--- config.mk ---
export PLATFORM = sky130hd
export DESIGN_NAME = material_scan_flat
export DESIGN_NICKNAME = d
export VERILOG_FILES = /design/src/rtl/chess_pkg.sv /design/src/rtl/material_scan_if.sv /design/src/rtl/material_weight.sv /design/src/rtl/material_scan.sv /design/src/flat_wrapper.sv
export SDC_FILE = /design/constraint.sdc
export NUM_CORES = 1
export LEC_CHECK = 0
export ABC_CLOCK_PERIOD_IN_PS = 6320
export CAP_MARGIN = 40
export CORE_MARGIN = 2
export CORE_UTILIZATION = 39
export CTS_CLUSTER_DIAMETER = 120
export DETAILED_ROUTE_END_ITERATION = 12
export PLACE_DENSITY_LB_ADDON = 0.3
export SYNTH_ARGS = -nofsm -noshare
export SYNTH_HDL_FRONTEND = slang
export SYNTH_HIERARCHICAL = 1
export SYNTH_SLANG_ARGS = --single-unit
--- constraint.sdc ---
create_clock -name clk -period 6.32 [get_ports clk]
set_input_delay 1.58 -clock clk [delete_from_list [all_inputs] [get_ports clk]]
set_output_delay 1.58 -clock clk [all_outputs]
set_load 0.005 [all_outputs]
--- src/rtl/chess_pkg.sv ---
// Board encoding shared by the move generator, board RAM and evaluators.
// Cells are {colour, piece code}; square 0 is a1.
package chess_pkg;

  localparam logic COLOR_WHITE = 1'b0;
  localparam logic COLOR_BLACK = 1'b1;

  typedef enum logic [2:0] {
    EMPTY  = 3'd0,
    PAWN   = 3'd1,
    KNIGHT = 3'd2,
    BISHOP = 3'd3,
    ROOK   = 3'd4,
    QUEEN  = 3'd5,
    KING   = 3'd6
  } piece_e;

  typedef logic [5:0] square_t;
  typedef logic [3:0] cell_t;

  localparam int NUM_SQUARES = 64;

  // Indexed by piece code; code 7 is reserved and weighs nothing.
  localparam logic [3:0] piece_weight [0:7] = '{4'd0, 4'd1, 4'd3, 4'd3, 4'd5, 4'd10, 4'd0, 4'd0};

  typedef enum logic [1:0] {
    ST_IDLE  = 2'd0,
    ST_SCAN  = 2'd1,
    ST_DRAIN = 2'd2,
    ST_DONE  = 2'd3
  } scan_state_e;

endpackage

--- src/rtl/material_scan_if.sv ---
// Controller / board RAM side of the material scanner: scan request, RAM read port, result.
interface material_scan_if
  import chess_pkg::*;
#(
  parameter int SCORE_W = 16
);

  logic                      start;
  logic                      busy;
  logic                      board_rd_en;
  square_t                   board_addr;
  cell_t                     board_rd_data;
  logic signed [SCORE_W-1:0] score;
  logic                      score_valid;

  modport slave (
    input  start,
    input  board_rd_data,
    output busy,
    output board_rd_en,
    output board_addr,
    output score,
    output score_valid
  );

  modport master (
    output start,
    output board_rd_data,
    input  busy,
    input  board_rd_en,
    input  board_addr,
    input  score,
    input  score_valid
  );

endinterface

--- src/rtl/material_weight.sv ---
// Combinational cell -> signed material contribution, white positive.
module material_weight
  import chess_pkg::*;
#(
  parameter int SCORE_W = 16
) (
  input  cell_t                     cell_i,
  output logic signed [SCORE_W-1:0] contrib_o
);

  logic [SCORE_W-1:0] mag;

  // Empty and reserved codes weigh zero, so negating them for black is harmless.
  always_comb begin
    mag       = {{(SCORE_W-4){1'b0}}, piece_weight[cell_i[2:0]]};
    contrib_o = (cell_i[3] == COLOR_BLACK) ? -mag : mag;
  end

endmodule

--- src/rtl/material_scan.sv ---
// Walks all 64 squares through the board RAM read port and accumulates material.
// Result appears 66 cycles after start with a one-cycle score_valid pulse.
module material_scan
  import chess_pkg::*;
#(
  parameter int SCORE_W = 16,
  parameter int RD_LAT  = 1
) (
  input logic           clk,
  input logic           rst_n,
  material_scan_if.slave bus
);

  generate
    if (RD_LAT != 1) begin : g_bad_rd_lat
      $error("material_scan supports only RD_LAT == 1");
    end
  endgenerate

  scan_state_e               state_q;
  square_t                   addr_q;
  logic                      rd_en_q;
  logic                      busy_q;
  logic                      dvld_q;
  logic signed [SCORE_W-1:0] acc_q;
  logic signed [SCORE_W-1:0] acc_d;
  logic signed [SCORE_W-1:0] score_q;
  logic                      score_vld_q;
  logic signed [SCORE_W-1:0] contrib;

  material_weight #(.SCORE_W(SCORE_W)) u_weight (
    .cell_i    (bus.board_rd_data),
    .contrib_o (contrib)
  );

  // dvld_q marks the cycle in which the RAM presents data for last cycle's strobe.
  always_comb begin
    acc_d = acc_q;
    if (dvld_q) begin
      acc_d = acc_q + contrib;
    end
  end

  always_ff @(posedge clk) begin
    if (!rst_n) begin
      state_q     <= ST_IDLE;
      addr_q      <= '0;
      rd_en_q     <= 1'b0;
      busy_q      <= 1'b0;
      dvld_q      <= 1'b0;
      acc_q       <= '0;
      score_q     <= '0;
      score_vld_q <= 1'b0;
    end else begin
      dvld_q      <= rd_en_q;
      acc_q       <= acc_d;
      score_vld_q <= 1'b0;
      case (state_q)
        ST_IDLE: begin
          if (bus.start) begin
            state_q <= ST_SCAN;
            busy_q  <= 1'b1;
            rd_en_q <= 1'b1;
            addr_q  <= '0;
            acc_q   <= '0;
          end
        end
        ST_SCAN: begin
          if (addr_q == square_t'(NUM_SQUARES - 1)) begin
            state_q <= ST_DRAIN;
            rd_en_q <= 1'b0;
          end else begin
            addr_q <= addr_q + 6'd1;
          end
        end
        ST_DRAIN: begin
          // Last datum is folded in here so score is visible during DONE.
          state_q     <= ST_DONE;
          score_q     <= acc_d;
          score_vld_q <= 1'b1;
        end
        ST_DONE: begin
          state_q <= ST_IDLE;
          busy_q  <= 1'b0;
        end
        default: state_q <= ST_IDLE;
      endcase
    end
  end

  assign bus.busy        = busy_q;
  assign bus.board_rd_en = rd_en_q;
  assign bus.board_addr  = addr_q;
  assign bus.score       = score_q;
  assign bus.score_valid = score_vld_q;

endmodule

--- src/flat_wrapper.sv ---
// flat-port wrapper written by rule: the top's interface ports become plain ports
module material_scan_flat import chess_pkg::*;
#(
  parameter int SCORE_W = 16,
  parameter int RD_LAT  = 1
)
  (clk, rst_n, bus_start, bus_board_rd_data, bus_busy, bus_board_rd_en, bus_board_addr, bus_score, bus_score_valid);
  material_scan_if #(.SCORE_W(SCORE_W)) bus_i ();
  input logic clk;
  input logic rst_n;
  input wire logic [$bits(bus_i.start)-1:0] bus_start;
  input wire logic [$bits(bus_i.board_rd_data)-1:0] bus_board_rd_data;
  output wire logic [$bits(bus_i.busy)-1:0] bus_busy;
  output wire logic [$bits(bus_i.board_rd_en)-1:0] bus_board_rd_en;
  output wire logic [$bits(bus_i.board_addr)-1:0] bus_board_addr;
  output wire logic [$bits(bus_i.score)-1:0] bus_score;
  output wire logic [$bits(bus_i.score_valid)-1:0] bus_score_valid;
  assign bus_i.start = bus_start;
  assign bus_i.board_rd_data = bus_board_rd_data;
  assign bus_busy = bus_i.busy;
  assign bus_board_rd_en = bus_i.board_rd_en;
  assign bus_board_addr = bus_i.board_addr;
  assign bus_score = bus_i.score;
  assign bus_score_valid = bus_i.score_valid;
  material_scan #(.SCORE_W(SCORE_W), .RD_LAT(RD_LAT)) u_core (.clk(clk), .rst_n(rst_n), .bus(bus_i));
endmodule
**Word-level counts from Yosys, hierarchy flattened**

Memory sizes are Yosys's and may differ from the RTL's.
Index checks and enable logic that the tools add are counted.

- Word-level logic and storage cells: 45
- Bits in read-only memories: 32
- Register bits: 44
- Input bits: 7
- Memories: 1
- Output and inout bits: 25

Memory list:

| name | words | bits a word | rd ports | clocked after memory_dff | wr ports | RTL line | source |
|---|---|---|---|---|---|---|---|
| (no name shown) | 8 | 4 | 1 | 0 | 0 | material_weight.sv:15 | `mag = {{(SCORE_W-4){1'b0}}, piece_weight[cell_i[2:0]]};` |

- Reduce and logical (&&, ||, !) cells: 7
- Mux-type cells: 17
- Bitwise gates (word level): 1
- Order comparisons: 1
- Add/sub/neg operators: 3
- Equality and inequality tests: 7

Operators with widths:

| cell | count |
|---|---|
| $mux W16 | 4 |
| $add A16 B16 Y16 | 1 |
| $neg A4 Y16 | 1 |
| $mux W6 | 2 |
| $pmux W6 S2 | 1 |
| $mux W4 | 2 |
| $pmux W2 S4 | 1 |
| $add A6 B1 Y6 const B | 1 |
| $eq A6 B6 Y1 const B | 1 |
| $reduce_and A3 Y1 | 2 |
| $eq A2 B2 Y1 const B | 2 |
| $ge A4 B4 Y1 const B | 1 |
| $mux W2 | 2 |
| $ne A2 B2 Y1 const B | 2 |
| $not A3 Y4 | 1 |
| $pmux W1 S2 | 2 |
| $reduce_and A2 Y1 | 2 |
| $reduce_bool A2 Y1 | 2 |
| $mux W1 | 3 |
| $eq A2 B1 Y1 const B | 1 |
| $logic_not A2 Y1 | 1 |
| $ne A2 B1 Y1 const B | 1 |

**Logic depth before layout (Yosys ltp)**

Gate-level depths: netlist (run 1).

- Word-level depth: 10
- Gate-level depth with buffers: 14
- Gate-level depth less buffers: 13

**Cells and area by module**

Netlist (run 1), hierarchy kept.

By module, submodules not included:

| module | seq. area each (um2) | area each (um2) | times used | cells each |
|---|---|---|---|---|
| material_scan | 880.8 | 2471.1 | 1 | 291 |
| material_weight | 0.0 | 240.2 | 1 | 34 |

**Least setup slack after synthesis (run 1)**

Ideal clock, no wire load.

- Path type: in2reg
- From: input port bus_board_rd_data[1]
- To: register u_core.score_q[14], in the netlist u_core/bus.score[14]
- Stages on the path: 13
- Data required time: 6.246 ns
- Setup slack: 1.856 ns
- Arrival: 4.390 ns
- Setup time: 0.074 ns
- Path buffers: 1
- Cells stage by stage: inv_1 > and3_1 > nor2_1 > ha_1 > a21boi_0 > buf_4 > ha_1 > a211o_2 > a21o_1 > a221o_1 > a21oi_1 > mux2_2 > a31oi_1

- Cells in the longest elaborated chain, start to end: 8

Ends and longest elaborated chain:

| item | RTL line | source |
|---|---|---|
| start, declared | flat_wrapper.sv:12 | `input wire logic [$bits(bus_i.board_rd_data)-1:0] bus_board_rd_data;` |
| $not A3 Y4 (implied by the code) | material_weight.sv:15 |  |
| $mem_v2 Z8 W4 | -- |  |
| $mux W4 (implied by the code) (2 in a row) | material_weight.sv:15 |  |
| $neg A4 Y16 | material_weight.sv:16 | `contrib_o = (cell_i[3] == COLOR_BLACK) ? -mag : mag;` |
| $mux W16 | material_weight.sv:16 |  |
| named net u_core.contrib[4] | material_scan.sv:29 | `logic signed [SCORE_W-1:0] contrib;` |
| $add A16 B16 Y16 | material_scan.sv:40 | `acc_d = acc_q + contrib;` |
| $mux W16 | material_scan.sv:39 | `if (dvld_q) begin` |
| end signal, assigned | material_scan.sv:52 | `score_q <= '0;` |
| end signal, assigned | material_scan.sv:79 | `score_q <= acc_d;` |
| end, declared | material_scan.sv:27 | `logic signed [SCORE_W-1:0] score_q;` |

The timed path passes the listed nets, and every way through them passes these cells. The select of a mux whose other input is x is not followed.
A chain may end at the register's enable or synchronous reset.

**Worst setup path in the final report (run 1)**

Same ends and word-level chain as after synthesis.

==> results of run 1 <==
-- cell type report --
type,instances,area share [%]
clock buffer,5,2.22
clock inverter,3,0.766
inverter,12,1.45
multi-input combinational,247,53.2
sequential,44,28.4
tap,80,3.23
timing repair buffer,33,10.7
-- metal layers --
metal | share of wire, % | vias to the layer above
met4 | 1.2 | 0
met1 | 51 | 1095
met5 | 0 | -
met3 | 2.5 | 10
met2 | 45 | 39
li1 | - | 1195
-- power groups by stage --
stage               Sequential (mW)  Clock [mW]  Combinational [mW]
global route                  0.380       0.194               0.466
floorplan                     0.376           0               0.280
finish                        0.372       0.177               0.420
detailed placement            0.379           0               0.416
CTS                           0.373       0.183               0.419
global placement              0.378           0               0.405
-- how the worst min path moves through the flow --
stage | cells past startpoint | from | endpoint
detailed placement | 2 | u_core/bus.score[7]$_SDFFE_PN0P_ | u_core/bus.score[7]$_SDFFE_PN0P_
CTS | 2 | u_core/bus.score[7]$_SDFFE_PN0P_ | u_core/bus.score[7]$_SDFFE_PN0P_
finish | 2 | u_core/bus.score[7]$_SDFFE_PN0P_ | u_core/bus.score[7]$_SDFFE_PN0P_
global placement | 2 | u_core/bus.score[7]$_SDFFE_PN0P_ | u_core/bus.score[7]$_SDFFE_PN0P_
floorplan | 2 | u_core/bus.score[7]$_SDFFE_PN0P_ | u_core/bus.score[7]$_SDFFE_PN0P_
global route | 2 | u_core/bus.score[7]$_SDFFE_PN0P_ | u_core/bus.score[7]$_SDFFE_PN0P_
-- registers in the layout, summed over array words and instances, names as in the netlist --
| signal | flops |
|---|---|
| u_core/dvld_q | 1 |
| u_core/bus.score | 16 |
| u_core/bus.score_valid | 1 |
| u_core/bus.busy | 1 |
| u_core/acc_q | 16 |
| u_core/bus.board_rd_en | 1 |
| u_core/bus.board_addr | 6 |
| u_core/state_q | 2 |
-- placed cells by master, fill, tap and decap left out, drive strengths merged, types with 8 or more instances in the layout --
cell type | Yosys | layout
inv | 12 | 12
nand2 | 23 | 23
a21o | 8 | 8
o21ai | 20 | 20
nor2 | 40 | 40
ha | 22 | 22
mux2i | 10 | 10
clkdlybuf4s50 | 0 | 31
a21oi | 27 | 27
xnor2 | 8 | 8
a211oi | 11 | 11
dfxtp | 44 | 44
-- cells by family (layout without fill, tap and decap cells) --
group / Yosys count / in the layout / synth area share, %
simple gates: 104 / 104 / 18.6
buf+inv: 34 / 53 / 6.64
fa+ha+maj: 23 / 23 / 10.9
xor+xnor: 14 / 14 / 4.52
mux: 12 / 12 / 4.52
flops: 44 / 44 / 32.5
compound gates: 94 / 94 / 22.4
-- per-stage QoR --
| stage | std cells | instance area [µm²] | setup WS, ns |
|---|---|---|---|
| 2_1_floorplan | 325 | 2710 | 1.86 |
| 3_3_place_gp | 415 | 2990 | 1.02 |
| 3_5_place_dp | 416 | 3010 | 0.945 |
| 4_1_cts | 424 | 3100 | 1.23 |
| 5_1_grt | 424 | 3100 | 0.967 |
| 6_report | 424 | 3100 | 1.22 |
-- critical path: stages --
cell,delay [ns]
clkdlybuf4s50_1,0.54
inv_1,0.11
nor2_1,0.22
nor2_1,0.07
ha_1,0.17
a21boi_0,0.63
ha_1,0.42
a211o_2,0.34
a21o_1,0.17
a221o_1,0.38
a21oi_1,0.18
mux2_2,0.36
a31oi_1,0.15
==> impl_metrics.yaml, run 1 <==
outcome:
  status: "complete, no violations"
grt:
  grt-ovfl-total: 0
  grt_pass1_vias: 2091
  grt_util_met1_pct: 22.0
  met3_usage_pct: 3.79
  met2_usage_pct: 24.9
  antenna_found_initial: 0
  busiest_layer: "met2"
  grt_max_degree: 33
  grt_first_pass_wirelength_um: 9800
  track_usage_pct: 16.0
synthesis:
  synth_area_leaders: "dfxtp_1 (32%), ha_1 (10%), nor2_1 (5.5%)"
  synth-edff-count: 0
  postSynthAreaPerCell_um2: 8.34
  synth_top_area_share_pct: 32.5
  ys_types: 52
  synthFlopType: "dfxtp_1"
  synthesis.nets: 355
  synthTopCellsByCount: "dfxtp_1 (44), nor2_1 (40), a21oi_1 (27)"
  yosys_warnings: 6
  yosysSeqAreaShare_pct: 32.5
  syn_area_um2: 2710
  yosysMostFrequentCell: "dfxtp_1"
  synth_cells: 325
  async_flop_share_pct: 0
  synth_top_area_cell: "dfxtp_1"
  ys_ff_latch: 44
detailed_routing:
  first_iter_violations: 95
  drc: 0
  final_antenna_net_count: 0
  wl_per_cell_um: 14.0
  vias: 2339
  viasPerCell: 5.52
  wirelength_um: 5950
  drt_pre_antenna_iters: 4
power:
  switching_share_pct: 37.3
  power.switching_uw: 361
  powerDensity_nw_per_um2: 312
  p_leak_nw: 1.22
  pwr-share-clk_pct: 18.3
  p_int_uw: 608
  seqPwrFrac_pct: 38.4
  vdd_drop_max_mv: 0.208
  pwr-share-comb_pct: 43.4
  p_total_uw: 969
cts:
  cts_hold_buf: 0
  postCtsResizedCells: 0
  clkSinkCount: 44
  path_clk_slew_ns: 0.09
  cts_buffers: 5
  htreeDepth: 2
  root_buffer: "clkbuf_8"
  cts.path.max_buffers: 2
  post_cts_buffers: 0
  cts_tree: "built"
  clock_latency_ns: 0.29
critical_path:
  start_kind: "input port"
  startpoint: "bus_board_rd_data[1]"
  end_kind: "flop"
  critPathArrivalTime_ns: 5.32
  r2r_start: "u_core/acc_q[0]$_SDFF_PN0_"
  r2r_end: "u_core/bus.score[14]$_SDFFE_PN0P_"
  crit_fanout: 6
  crit_end: "u_core/bus.score[14]$_SDFFE_PN0P_"
  critPathKind: "input port to flop"
  reg2regPathDepth: 8
  worstPathRequired_ns: 6.54
  rrSetupSlack_ns: 3.73
placed_design:
  hpwl_um: 4510
  numPortBuffers: 31
  gp_congestion: 0.957
die:
  rows: 30
  chipWidth_um: 87.4
  io_pins: 32
  die_y_um: 87.4
  initial_core_util_pct: 40.1
  dieArea_um2: 7640
  core_area_um2: 6760
run:
  cap_violations: 0
layout:
  utilization_pct: 45.9
  multi_input_area_um2: 1650
  syn2layout_area_growth_pct: 14.4
  fillers: 676
  seqCellArea_um2: 881
  fin_nets: 373
  num_antenna_cells: 0
  drive_gt1_share_pct: 5.81
timing:
  finalHoldViolations: 0
  rsz0062_at_grt: "false"
  timing.fmax_mhz: 196
  fin_crit_sh_pct: 80.7
  tns_ns: 0
  period_needed_ns: 5.10
  slew_viol_final: 0
  timing.hold.ws_ns: 0.470
  maxSlewHeadroom_pct: 47.3
  fin_skew_ns: 0.00818
  worst_slew_pin_slew_ns: 0.784
  setup_viol: 0
min_path:
  hp-class: "flop to flop"
Power figures use the tool's default switching activity.
==> run 2, diff against run 1 <==
--- a/config.mk
+++ b/config.mk
@@ -5,7 +5,7 @@
 export SDC_FILE = /design/constraint.sdc
 export NUM_CORES = 1
 export LEC_CHECK = 0
-export ABC_CLOCK_PERIOD_IN_PS = 6320
+export ABC_CLOCK_PERIOD_IN_PS = 4300
 export CAP_MARGIN = 40
 export CORE_MARGIN = 2
 export CORE_UTILIZATION = 39
==> constraint.sdc (replaced) <==
create_clock -name clk -period 4.3 [get_ports clk]
set_input_delay 1.075 -clock clk [delete_from_list [all_inputs] [get_ports clk]]
set_output_delay 1.075 -clock clk [all_outputs]
set_load 0.005 [all_outputs]
==> impl_metrics.yaml, run 2 (synthesis results as in run 1) <==
outcome:
  status: "complete, no violations"
timing:
  period_needed_ns: 4.09
  worst_slew_pin_slew_ns: 0.935
  finalHoldViolations: 0
  timing.fmax_mhz: 245
  setup_viol: 0
  rsz0062_at_grt: "false"
  slew_viol_final: 0
  maxSlewHeadroom_pct: 37.6
  fin_crit_sh_pct: 95.1
  fin_skew_ns: 0.00505
run:
  cap_violations: 0
critical_path:
  startpoint: "bus_board_rd_data[1]"
  critPathArrivalTime_ns: 4.31
  reg2regPathDepth: 8
  worstPathRequired_ns: 4.53
  end_kind: "flop"
  critical_path.slowest_cell: "clkdlybuf4s50_1"
  crit_fanout: 4
  r2r_start: "u_core/acc_q[0]$_SDFF_PN0_"
  r2r_end: "u_core/bus.score[14]$_SDFFE_PN0P_"
  cpPeakStageDelay_ns: 0.45
  start_kind: "input port"
  crit_chain: "clkdlybuf4s50_1, or3_4, nand2_1, ha_1, nand2b_1, o31a_1, fa_2, a211oi_4, o21ai_2, a221o_1, a21oi_2, mux2_2, a31oi_1"
  crit_end: "u_core/bus.score[14]$_SDFFE_PN0P_"
  critPathKind: "input port to flop"
  rrSetupSlack_ns: 1.94
layout:
  fillers: 639
  syn2layout_area_growth_pct: 23.8
  num_antenna_cells: 0
  multi_input_area_um2: 1680
  layout_commonest_cell: "dfxtp_1"
  final_cells: 452
  final_cell_mix: "dfxtp_1 (44), nor2_1 (40), clkdlybuf4s50_1 (31)"
  seqCellArea_um2: 881
  drive_gt1_share_pct: 14.2
  fin_nets: 401
placed_design:
  hpwl_um: 4650
  placed_cells_incl_taps: 444
  gp_congestion: 0.882
  numPortBuffers: 31
cts:
  postCtsResizedCells: 0
  cts_hold_buf: 0
  root_buffer: "clkbuf_8"
  cts_buffers: 5
  cts.path.max_buffers: 2
  path_clk_slew_ns: 0.09
  htreeDepth: 2
  clock_latency_ns: 0.30
  cts_tree: "built"
  post_cts_buffers: 0
  clkSinkCount: 44
power:
  powerDensity_nw_per_um2: 452
  vdd_drop_max_mv: 0.315
  p_total_mw: 1.52
  p_leak_nw: 1.38
detailed_routing:
  wl_per_cell_um: 13.4
  wirelength_um: 6080
  drc: 0
  viasPerCell: 5.23
  final_antenna_net_count: 0
  drt_pre_antenna_iters: 4
  vias: 2362
  first_iter_violations: 113
die:
  die_y_um: 87.4
  io_pins: 32
  initial_core_util_pct: 40.1
  rows: 30
  dieArea_um2: 7640
  chipWidth_um: 87.4
  core_area_um2: 6760
grt:
  grt-ovfl-total: 0
  antenna_found_initial: 0
  grt_pass1_vias: 2276
  grt_first_pass_wirelength_um: 10500
  grt_max_degree: 31
  track_usage_pct: 17.2
min_path:
  hp-class: "flop to flop"
run 2: cell count changes in the layout (fill, tap and decap cells not counted), sizes merged:
| cell | before | now |
|---|---|---|
| buf | 2 | 30 |
| clkinvlp | 2 | 1 |
| inv | 12 | 13 |
| bufinv | 0 | 1 |
| clkinv | 1 | 0 |
run 2: per-stage QoR:
step | util [%] | hold WS (ns) | TNS, ns | instance area, µm² | setup WS [ns]
global route | 49.7 | 0.500 | 0 | 3360 | 0.0122
detailed placement | 47.5 | 0.462 | -1.48 | 3210 | -0.263
finish | 49.7 | 0.471 | 0 | 3360 | 0.213
CTS | 49.2 | 0.476 | 0 | 3330 | 0.0423
global placement | 47.5 | 0.456 | -0.933 | 3210 | -0.191
floorplan | - | 0.457 | 0 | 2710 | 0.341
run 2: worst max-delay path, delay by kind of cell:
family / cells / cell delay (ns)
AO/OA/AOI/OAI: 6 / 1.17
adder cells (fa/ha/maj): 2 / 0.63
buffers and inverters: 1 / 0.45
multiplexers: 1 / 0.35
AND/OR/NAND/NOR: 3 / 0.64
run 2: metal layers:
metal	track usage [%]	part of all wire, %
met1	24.1	52
met2	26.9	45
met3	3.32	2.2
met4	4.48	0.63
met5	0	0
run 2: area by class of cell:
type,instances,area share (%)
Sequential cell,44,26.2
Clock inverter,3,1.38
Tap cell,80,2.98
Clock buffer,5,2.05
Multi-Input combinational cell,247,50.0
Timing Repair Buffer,61,16.0
Inverter,12,1.34
run 2: worst min-delay path by stage:
stage / startpoint / to / slack [ns] / cells past startpoint
floorplan: u_core/bus.score[7]$_SDFFE_PN0P_ / u_core/bus.score[7]$_SDFFE_PN0P_ / 0.46 / 2
global placement: u_core/bus.score[7]$_SDFFE_PN0P_ / u_core/bus.score[7]$_SDFFE_PN0P_ / 0.46 / 2
detailed placement: u_core/bus.score[7]$_SDFFE_PN0P_ / u_core/bus.score[7]$_SDFFE_PN0P_ / 0.46 / 2
CTS: u_core/bus.score[7]$_SDFFE_PN0P_ / u_core/bus.score[7]$_SDFFE_PN0P_ / 0.48 / 2
global route: u_core/bus.score[7]$_SDFFE_PN0P_ / u_core/bus.score[7]$_SDFFE_PN0P_ / 0.50 / 2
finish: u_core/bus.score[7]$_SDFFE_PN0P_ / u_core/bus.score[7]$_SDFFE_PN0P_ / 0.47 / 2
run 2: where the power goes:
| part | internal [mW] | leakage [nW] | total (mW) | switching (mW) |
|---|---|---|---|---|
| Combinational | 0.311 | 0.964 | 0.635 | 0.325 |
| Sequential | 0.492 | 0.357 | 0.562 | 0.0705 |
| Clock | 0.175 | 0.0548 | 0.320 | 0.145 |
==> run 3, diff against run 2 <==
--- a/config.mk
+++ b/config.mk
@@ -9,7 +9,7 @@
 export CAP_MARGIN = 40
 export CORE_MARGIN = 2
 export CORE_UTILIZATION = 39
-export CTS_CLUSTER_DIAMETER = 120
+export CTS_CLUSTER_DIAMETER = 60
 export DETAILED_ROUTE_END_ITERATION = 12
 export PLACE_DENSITY_LB_ADDON = 0.3
 export SYNTH_ARGS = -nofsm -noshare
==> results of run 3 <==
Same layout as run 2: the final DEF is identical, and so are final timing and power.
